### src/rtl/spi_slave_responder.sv
// SPI mode-0 slave that returns queued words on MISO while capturing MOSI words.
// The SPI pins are oversampled in the clk domain and their edges are detected there.
module spi_slave_responder #(
    parameter int DATA_WIDTH  = 32,
    parameter int FIFO_DEPTH  = 4,
    parameter int SYNC_STAGES = 2
) (
    input  logic                  clk,
    input  logic                  rst,
    input  logic [DATA_WIDTH-1:0] tx_data_i,
    input  logic                  tx_valid_i,
    output logic                  tx_ready_o,
    output logic [DATA_WIDTH-1:0] rx_data_o,
    output logic                  rx_valid_o,
    input  logic                  spi_sck_i,
    input  logic                  spi_csn_i,
    input  logic                  spi_sdi_i,
    output logic                  spi_sdo_o,
    output logic                  tx_underrun_o,
    output logic                  busy_o
);

    localparam int PTR_W   = $clog2(FIFO_DEPTH);
    localparam int CNT_W   = PTR_W + 1;
    localparam int BIT_W   = $clog2(DATA_WIDTH);
    localparam int FLUSH_W = $clog2(SYNC_STAGES + 1);

    localparam logic [BIT_W-1:0]   BIT_LAST   = BIT_W'(DATA_WIDTH - 1);
    localparam logic [CNT_W-1:0]   COUNT_FULL = CNT_W'(FIFO_DEPTH);
    localparam logic [FLUSH_W-1:0] FLUSH_DONE = FLUSH_W'(SYNC_STAGES);
    localparam logic [PTR_W-1:0]   PTR_ONE    = PTR_W'(1);
    localparam logic [CNT_W-1:0]   CNT_ONE    = CNT_W'(1);
    localparam logic [BIT_W-1:0]   BIT_ONE    = BIT_W'(1);

    typedef enum logic [1:0] {
        IDLE  = 2'd0,
        LOAD  = 2'd1,
        SHIFT = 2'd2
    } state_t;

    state_t state_reg, state_next;

    logic [SYNC_STAGES-1:0] sck_sync_reg;
    logic [SYNC_STAGES-1:0] csn_sync_reg;
    logic [SYNC_STAGES-1:0] sdi_sync_reg;
    logic                   sck_d_reg;
    logic                   csn_d_reg;
    logic                   sck_s;
    logic                   csn_s;
    logic                   sdi_s;
    logic                   sck_rise;
    logic                   sck_fall;
    logic                   csn_fall;

    logic [FLUSH_W-1:0]     flush_cnt_reg;
    logic                   armed_reg;

    logic [DATA_WIDTH-1:0]  fifo_mem_reg [FIFO_DEPTH];
    logic [PTR_W-1:0]       wr_ptr_reg;
    logic [PTR_W-1:0]       rd_ptr_reg;
    logic [CNT_W-1:0]       count_reg;
    logic [CNT_W-1:0]       count_next;
    logic                   fifo_empty;
    logic                   push;
    logic                   pop;
    logic                   pop_real;
    logic                   underrun;

    logic [DATA_WIDTH-1:0]  tx_shift_reg;
    logic [DATA_WIDTH-2:0]  rx_shift_reg;
    logic [BIT_W-1:0]       bit_cnt_reg;
    logic [DATA_WIDTH-1:0]  rx_data_reg;
    logic                   rx_valid_reg;
    logic                   underrun_reg;
    logic                   bit_rise;
    logic                   tx_shift_en;
    logic                   word_done;
    logic                   busy;

    // Synchronizer chains; csn idles high so a reset never looks like a select.
    always_ff @(posedge clk) begin
        if (rst) begin
            sck_sync_reg <= '0;
            csn_sync_reg <= '1;
            sdi_sync_reg <= '0;
            sck_d_reg    <= 1'b0;
            csn_d_reg    <= 1'b1;
        end else begin
            sck_sync_reg[0] <= spi_sck_i;
            csn_sync_reg[0] <= spi_csn_i;
            sdi_sync_reg[0] <= spi_sdi_i;
            for (int i = 1; i < SYNC_STAGES; i++) begin
                sck_sync_reg[i] <= sck_sync_reg[i-1];
                csn_sync_reg[i] <= csn_sync_reg[i-1];
                sdi_sync_reg[i] <= sdi_sync_reg[i-1];
            end
            sck_d_reg <= sck_s;
            csn_d_reg <= csn_s;
        end
    end

    assign sck_s    = sck_sync_reg[SYNC_STAGES-1];
    assign csn_s    = csn_sync_reg[SYNC_STAGES-1];
    assign sdi_s    = sdi_sync_reg[SYNC_STAGES-1];
    assign sck_rise = sck_s & ~sck_d_reg;
    assign sck_fall = ~sck_s & sck_d_reg;
    assign csn_fall = armed_reg & csn_d_reg & ~csn_s;

    // After reset the chain holds forced values; wait until it carries real
    // samples and csn is seen high, so a select held low across reset is ignored.
    always_ff @(posedge clk) begin
        if (rst) begin
            flush_cnt_reg <= '0;
            armed_reg     <= 1'b0;
        end else if (flush_cnt_reg != FLUSH_DONE) begin
            flush_cnt_reg <= flush_cnt_reg + FLUSH_W'(1);
        end else if (csn_s) begin
            armed_reg <= 1'b1;
        end
    end

    always_ff @(posedge clk) begin
        if (rst) begin
            state_reg <= IDLE;
        end else begin
            state_reg <= state_next;
        end
    end

    always_comb begin
        state_next = state_reg;
        if (csn_s) begin
            state_next = IDLE;
        end else begin
            case (state_reg)
                IDLE:    if (csn_fall) state_next = LOAD;
                LOAD:    state_next = SHIFT;
                SHIFT:   state_next = SHIFT;
                default: state_next = IDLE;
            endcase
        end
    end

    // A deasserted select wins over any edge seen in the same cycle.
    always_comb begin
        busy        = 1'b0;
        pop         = 1'b0;
        bit_rise    = 1'b0;
        tx_shift_en = 1'b0;
        case (state_reg)
            LOAD: begin
                busy = 1'b1;
                pop  = ~csn_s;
            end
            SHIFT: begin
                busy = 1'b1;
                if (!csn_s) begin
                    bit_rise = sck_rise;
                    if (sck_fall) begin
                        if (bit_cnt_reg == '0) begin
                            pop = 1'b1;
                        end else begin
                            tx_shift_en = 1'b1;
                        end
                    end
                end
            end
            default: ;
        endcase
    end

    assign fifo_empty = (count_reg == '0);
    assign push       = tx_valid_i & tx_ready_o;
    assign pop_real   = pop & ~fifo_empty;
    assign underrun   = pop & fifo_empty;
    assign word_done  = bit_rise & (bit_cnt_reg == BIT_LAST);

    always_ff @(posedge clk) begin
        if (push) begin
            fifo_mem_reg[wr_ptr_reg] <= tx_data_i;
        end
    end

    always_comb begin
        count_next = count_reg;
        case ({push, pop_real})
            2'b10:   count_next = count_reg + CNT_ONE;
            2'b01:   count_next = count_reg - CNT_ONE;
            default: count_next = count_reg;
        endcase
    end

    always_ff @(posedge clk) begin
        if (rst) begin
            wr_ptr_reg <= '0;
            rd_ptr_reg <= '0;
            count_reg  <= '0;
        end else begin
            if (push) begin
                wr_ptr_reg <= wr_ptr_reg + PTR_ONE;
            end
            if (pop_real) begin
                rd_ptr_reg <= rd_ptr_reg + PTR_ONE;
            end
            count_reg <= count_next;
        end
    end

    always_ff @(posedge clk) begin
        if (rst || csn_s) begin
            tx_shift_reg <= '0;
        end else if (pop) begin
            tx_shift_reg <= fifo_empty ? '0 : fifo_mem_reg[rd_ptr_reg];
        end else if (tx_shift_en) begin
            tx_shift_reg <= {tx_shift_reg[DATA_WIDTH-2:0], 1'b0};
        end
    end

    always_ff @(posedge clk) begin
        if (rst || csn_s) begin
            bit_cnt_reg  <= '0;
            rx_shift_reg <= '0;
        end else if (bit_rise) begin
            bit_cnt_reg  <= (bit_cnt_reg == BIT_LAST) ? '0 : bit_cnt_reg + BIT_ONE;
            rx_shift_reg <= {rx_shift_reg[DATA_WIDTH-3:0], sdi_s};
        end
    end

    always_ff @(posedge clk) begin
        if (rst) begin
            rx_data_reg  <= '0;
            rx_valid_reg <= 1'b0;
            underrun_reg <= 1'b0;
        end else begin
            rx_valid_reg <= word_done;
            underrun_reg <= underrun;
            if (word_done) begin
                rx_data_reg <= {rx_shift_reg, sdi_s};
            end
        end
    end

    assign tx_ready_o    = (count_reg < COUNT_FULL);
    assign rx_data_o     = rx_data_reg;
    assign rx_valid_o    = rx_valid_reg;
    assign tx_underrun_o = underrun_reg;
    assign busy_o        = busy;
    assign spi_sdo_o     = (state_reg == SHIFT) & tx_shift_reg[DATA_WIDTH-1];

endmodule

### config.mk
export PLATFORM = sky130hd
export DESIGN_NAME = spi_slave_responder
export DESIGN_NICKNAME = d
export VERILOG_FILES = /design/src/rtl/spi_slave_responder.sv
export SDC_FILE = /design/constraint.sdc
export NUM_CORES = 1
export LEC_CHECK = 0
export ABC_CLOCK_PERIOD_IN_PS = 3550
export CAP_MARGIN = 15
export CORE_ASPECT_RATIO = 0.6
export CORE_MARGIN = 5
export CORE_UTILIZATION = 45
export CTS_BUF_LIST = sky130_fd_sc_hd__clkbuf_2
export DETAILED_ROUTE_END_ITERATION = 6
export PLACE_DENSITY = 0.67
export SYNTH_ARGS = -nofsm -noshare
export SYNTH_HDL_FRONTEND = slang
export SYNTH_SLANG_ARGS = --single-unit
### constraint.sdc
create_clock -name clk -period 3.55 [get_ports clk]
set_input_delay 0.5325 -clock clk [delete_from_list [all_inputs] [get_ports clk]]
set_output_delay 0.5325 -clock clk [all_outputs]
set_load 0.005 [all_outputs]
# After elaboration in Yosys (flattened, before gate mapping)
# Memories as Yosys holds them, arrays and structs flattened. A register that Yosys moved wholly into a read port is not among the register bits.
# Index checks and enable logic that the tools add are counted.
# totals
in_bits	38
latch_bits	0
mem_bits_rw	128
romBits	0
out_inout_bits	37
ff_bits	122
wordCells	77
n_memories	1
# memory_table
name	words	width	read_ports	rd_ports_with_merged_regs	write_ports	line_no	rtl
fifo_mem_reg	4	32	1	1	1	58	logic [DATA_WIDTH-1:0] fifo_mem_reg [FIFO_DEPTH];
# classes
n_bitwise	14
n_addsub	6
n_lt_le_gt_ge	1
div_mod_pow	0
reduce_logical	9
shifts	0
mux	22
n_mul	0
n_eq_ne	7
# op_table
cell	n
$mux 32	3
$mux 1	12
$and 1x1->1	9
$add 2x1->2 const B	3
$mux 2	3
$pmux 3 s2	1
$add 5x1->5 const B	1
$eq 5x5->1 const B	1
$logic_not 5->1	1
$mux 5	1
$not 1->1	5
$eq 2x1->1 const B	2
$eq 2x2->1 const B	2
$ne 2x2->1 const B	2
$pmux 2 s2	1
$reduce_bool 2->1	2
$reduce_or 2->1	2
$add 3x1->3 const B	1
$logic_not 3->1	1
$lt 3x3->1 const B	1
$sub 3x1->3 const B	1
$logic_not 2->1	1
$pmux 1 s2	1
$reduce_and 2->1	1
$logic_or 1x1->1	1

# Logic depth before layout (Yosys ltp)
# logic_depth
word_depth	8
ltp_mapped	13
ltp_nobuf	11

# Least setup slack after synthesis
# No wires, ideal clock.
# synth_timing
path_kind	register -> register
start	reg state_reg[0]
end	reg count_reg[2]
n_path_buf	2
period_less_slack_ns	2.764
slack_ns	0.786
path_stages_with_launch	14
setup_time_ns	0.070
arrival_ns	2.694
t_required_ns	3.480
path_cell_list	dfxtp_1 > inv_1 > ha_1 > nor2b_1 > clkbuf_1 > nand2_1 > clkbuf_1 > nor2_1 > ha_1 > inv_1 > fa_1 > xor2_1 > or3_1 > a21oi_1
# synth_via
elab_chain_cells	5
elab_cells_between_ends	8
classes_between	eq/ne: 4; mux: 2; bitwise: 1; reduce/logical: 1
# synth_rtl
element	line_no	rtl
start: declaration	41	state_t state_reg, state_next;
start signal: assignment	126	state_reg <= state_next;
$eq 2x2->1 or $eq 2x1->1 (tied branches)	150	case (state_reg)
$pmux 1 s2 (*)	150	
$and 1x1->1 (*)	174	assign pop_real = pop & ~fifo_empty;
via pop_real	66	logic pop_real;
$eq 2x1->1 or $eq 2x2->1 (tied branches)	186	case ({push, pop_real})
$pmux 3 s2 or $reduce_bool 2->1 (tied branches)	--	
end signal: assignment	205	count_reg <= count_next;
end: declaration	61	logic [CNT_W-1:0] count_reg;
# Mark *: on every way through the listed nets, which the timed path passes. The rest lies on a longest branch.
# A chain may end at the register's enable or synchronous reset.

# Worst setup path in the final report
# layout_timing
start	reg state_reg[0]
end	out spi_sdo_o
# layout_via
elab_chain_cells	2
# layout_rtl
element	line_no	rtl
$eq 2x2->1	248	assign spi_sdo_o = (state_reg == SHIFT) & tx_shift_reg[DATA_WIDTH-1];
$and 1x1->1	248	
end: declaration	18	output logic spi_sdo_o,
# Every way passes these cells.

==> results.cfg <==
[global_routing]
grt_max_degree = 53
overflow = 0
grt_pass1_wl_microns = 33900
grt_usage_pct = 16.4
first_global_vias = 6297
antenna_found_initial = 0

[die]
core_sq_um = 21800
start_util_pct = 45.3
rows = 42
io_pins = 75
die_w_microns = 201
die_h_microns = 125
die_area_sq_um = 25100

[route]
drtAntennaViolNets = 0
viasPerCell = 5.26
wl_per_cell_microns = 16.7
vias = 6474
first_iter_violations = 422
remaining_drc_errors = 0
routed_wl_microns = 20500
firstDrtPassIters = 5

[placed_design]
place.gp.congestion = 0.719
pre_cts_slack_ns = 0.773
place_hpwl_microns = 12200
port_buffers = 74

[synth]
synth_top_family_by_area = simple AND/OR/NAND/NOR gates
synth_edf_count = 128
seq_area_frac_synth_pct = 64.0
synthSimpleGateAreaFrac_pct = 12.4
syn_avg_cell_area_sq_um = 12.2
synthCells = 809
netlist_area_sq_um = 9880
synthArstFlopShare_pct = 0
synth_flop_cell = edfxtp_1
synth-compound-area-share_pct = 11.1
ys_ff_latch = 252
synth_fa_ha_area_share_pct = 1.85
synth_cell_type_count = 38
synthXorXnorAreaFrac_pct = 0.355
synth_warnings = 0
muxShareOfSynthArea_pct = 7.29
synth_nets = 861

[clocking]
holdBufCountCts = 0
cts_resized = 0
clock_sinks = 252
clkSlewWorstSetupHoldPaths_ns = 0.11
clockRootBuffer = clkbuf_2
worst_skew_pair.late_latency_ns = 0.83
cts_buffers = 55
clockBufferDepth = 3
htree_levels = 2
cts_setup_buffers = 0
tritoncts = built

[sta]
slew_violations = 0
fin_crit_sh_pct = 80.0
finalHoldWorstSlack_ns = 0.258
finalClockSkew_ns = 0.0476
setup_viol = 0
fmax_ghz = 0.352
rsz0062_at_grt = false
setup-tns-final_ns = 0
max_slew_margin_pct = 52.1
final.min_clock_period_ns = 2.84
layout_setup_ws_ns = 0.711
hold_violations = 0
tightest_slew_ns = 0.718

[power]
ir_worst_vdd_v = 0.000214
total_power_w = 0.00522
powerDensity_nw_per_um2 = 457
p_leak_nw = 3.84

[setup_path]
cp_top_family = buffers and inverters
cp_cell_sequence = inv_1 -> ha_1 -> and2_1 -> clkdlybuf4s50_1
endpoint_kind = output pin
worstPathMaxFanout = 7
required_ns = 3.02
start_kind = flip-flop
arrival_ns = 2.31
path_class = reg -> out
path_buf_inv = 2
cp_slowest_cell = clkdlybuf4s50_1
slowest_delay_ns = 0.50

[outcome]
status = complete, no violations

[final_layout]
area_delta_synth_final_pct = 15.6
num_antenna_cells = 0
fin_util_pct = 52.4
finalNetCount = 951
drive_above_1_share_pct = 16.3
n_fill_cell = 1891
largest_register_ffs = 128

[worst_hold_path]
hp-class = in -> reg

[flow_run]
maxCapViolCount = 0
where the power goes:
part           leakage, nW  switching [W]  internal (W)
logic                 1.26       0.000130      0.000112
registers             2.18      0.0000307       0.00315
clock network        0.399        0.00109      0.000703
worst register-to-register path, cell delays in order, from the launching register on:
cell and delay [ns]:
dfxtp_1 0.38, inv_1 0.08, ha_1 0.16, nor4b_4 0.27, buf_4 0.39, a31o_2 0.69
a22oi_1 0.21, o21a_1 0.22
cell usage in the layout, fill, tap and decap left out, types with 2 or more instances in the layout:
cell type and instances:
clkinv_1 13, nor2_1 14, mux4_2 32, a22oi_1 31, clkinv_2 3, or2_2 2
ha_1 13, a21oi_1 79, nand3_1 34, nor3_1 2, or4_1 2, dfxtp_1 123
o21a_1 32, clkdlybuf4s50_1 73, o21ai_0 28, clkbuf_2 84, inv_1 14, nand2_1 136
buf_4 21, o21ai_1 8, edfxtp_1 128, nand4bb_1 2, nor2b_1 7, or3_1 3
xor2_1 3, and2_1 6, nor3b_1 32
cell type report:
cell class,instances,area (sq um),share of cell area [%]
inverters,14,52.6,0.460
multi-input cells,481,3270,28.7
flip-flops and latches,252,6330,55.4
clock buffers,84,420,3.68
clock inverters,18,97.6,0.854
repair buffers,95,893,7.82
well taps,286,358,3.13
synthesized netlist by cell type (2+ instances only):
cell         n  area [sq um]
nand2_1    136           510
edfxtp_1   128          3840
dfxtp_1    124          2480
a21oi_1     79           395
clkbuf_1    44           165
nand3_1     34           170
mux4_2      32           721
nor3b_1     32           240
o21a_1      32           240
a22oi_1     31           233
o21ai_0     28           140
nor2_1      15          56.3
inv_1       14          52.6
buf_2       13          65.1
ha_1        13           163
nor2b_1      8          50.1
o21ai_1      8          40.0
and2_1       6          37.5
buf_1        5          18.8
or3_1        3          18.8
xor2_1       3          26.3
nand4bb_1    2          22.5
nor3_1       2          10.0
or2_2        2          12.5
or4_1        2          15.0
kinds of logic after synthesis:
| logic type | Yosys count |
|---|---|
| flip-flops | 252 |
| AND/OR/NAND/NOR | 249 |
| AO/OA/AOI/OAI | 182 |
| buffers and inverters | 76 |
| multiplexers | 32 |
| adder cells (fa/ha/maj) | 14 |
| XOR/XNOR | 4 |
stage by stage:
step | instance area (sq um) | instances
floorplan | 9880 | 809
global placement | 10900 | 1128
detailed placement | 10900 | 1128
CTS | 11400 | 1230
global route | 11400 | 1230
finish | 11400 | 1230
path summary, 6_finish.rpt:
path	slack, ns	from	to	depth (start not counted)
worst min register to register	0.42	csn_sync_reg[0]$_SDFF_PP1_	csn_sync_reg[1]$_SDFF_PP1_	1
worst max-delay path	0.71	state_reg[0]$_SDFFE_PP0P_	spi_sdo_o	4
worst max register to register	1.06	bit_cnt_reg[0]$_SDFFE_PP0P_	tx_shift_reg[2]$_SDFFE_PP0P_	7
worst min-delay path	0.26	rst	tx_shift_reg[28]$_SDFFE_PP0P_	4
layer usage:
layer  track usage [%]  share of wire, %
met5                 0                 0
met1              26.1                51
met2              21.8                42
met4              4.66               1.2
met3              4.32               5.8
No activity file was read; power rests on OpenSTA's default activity.
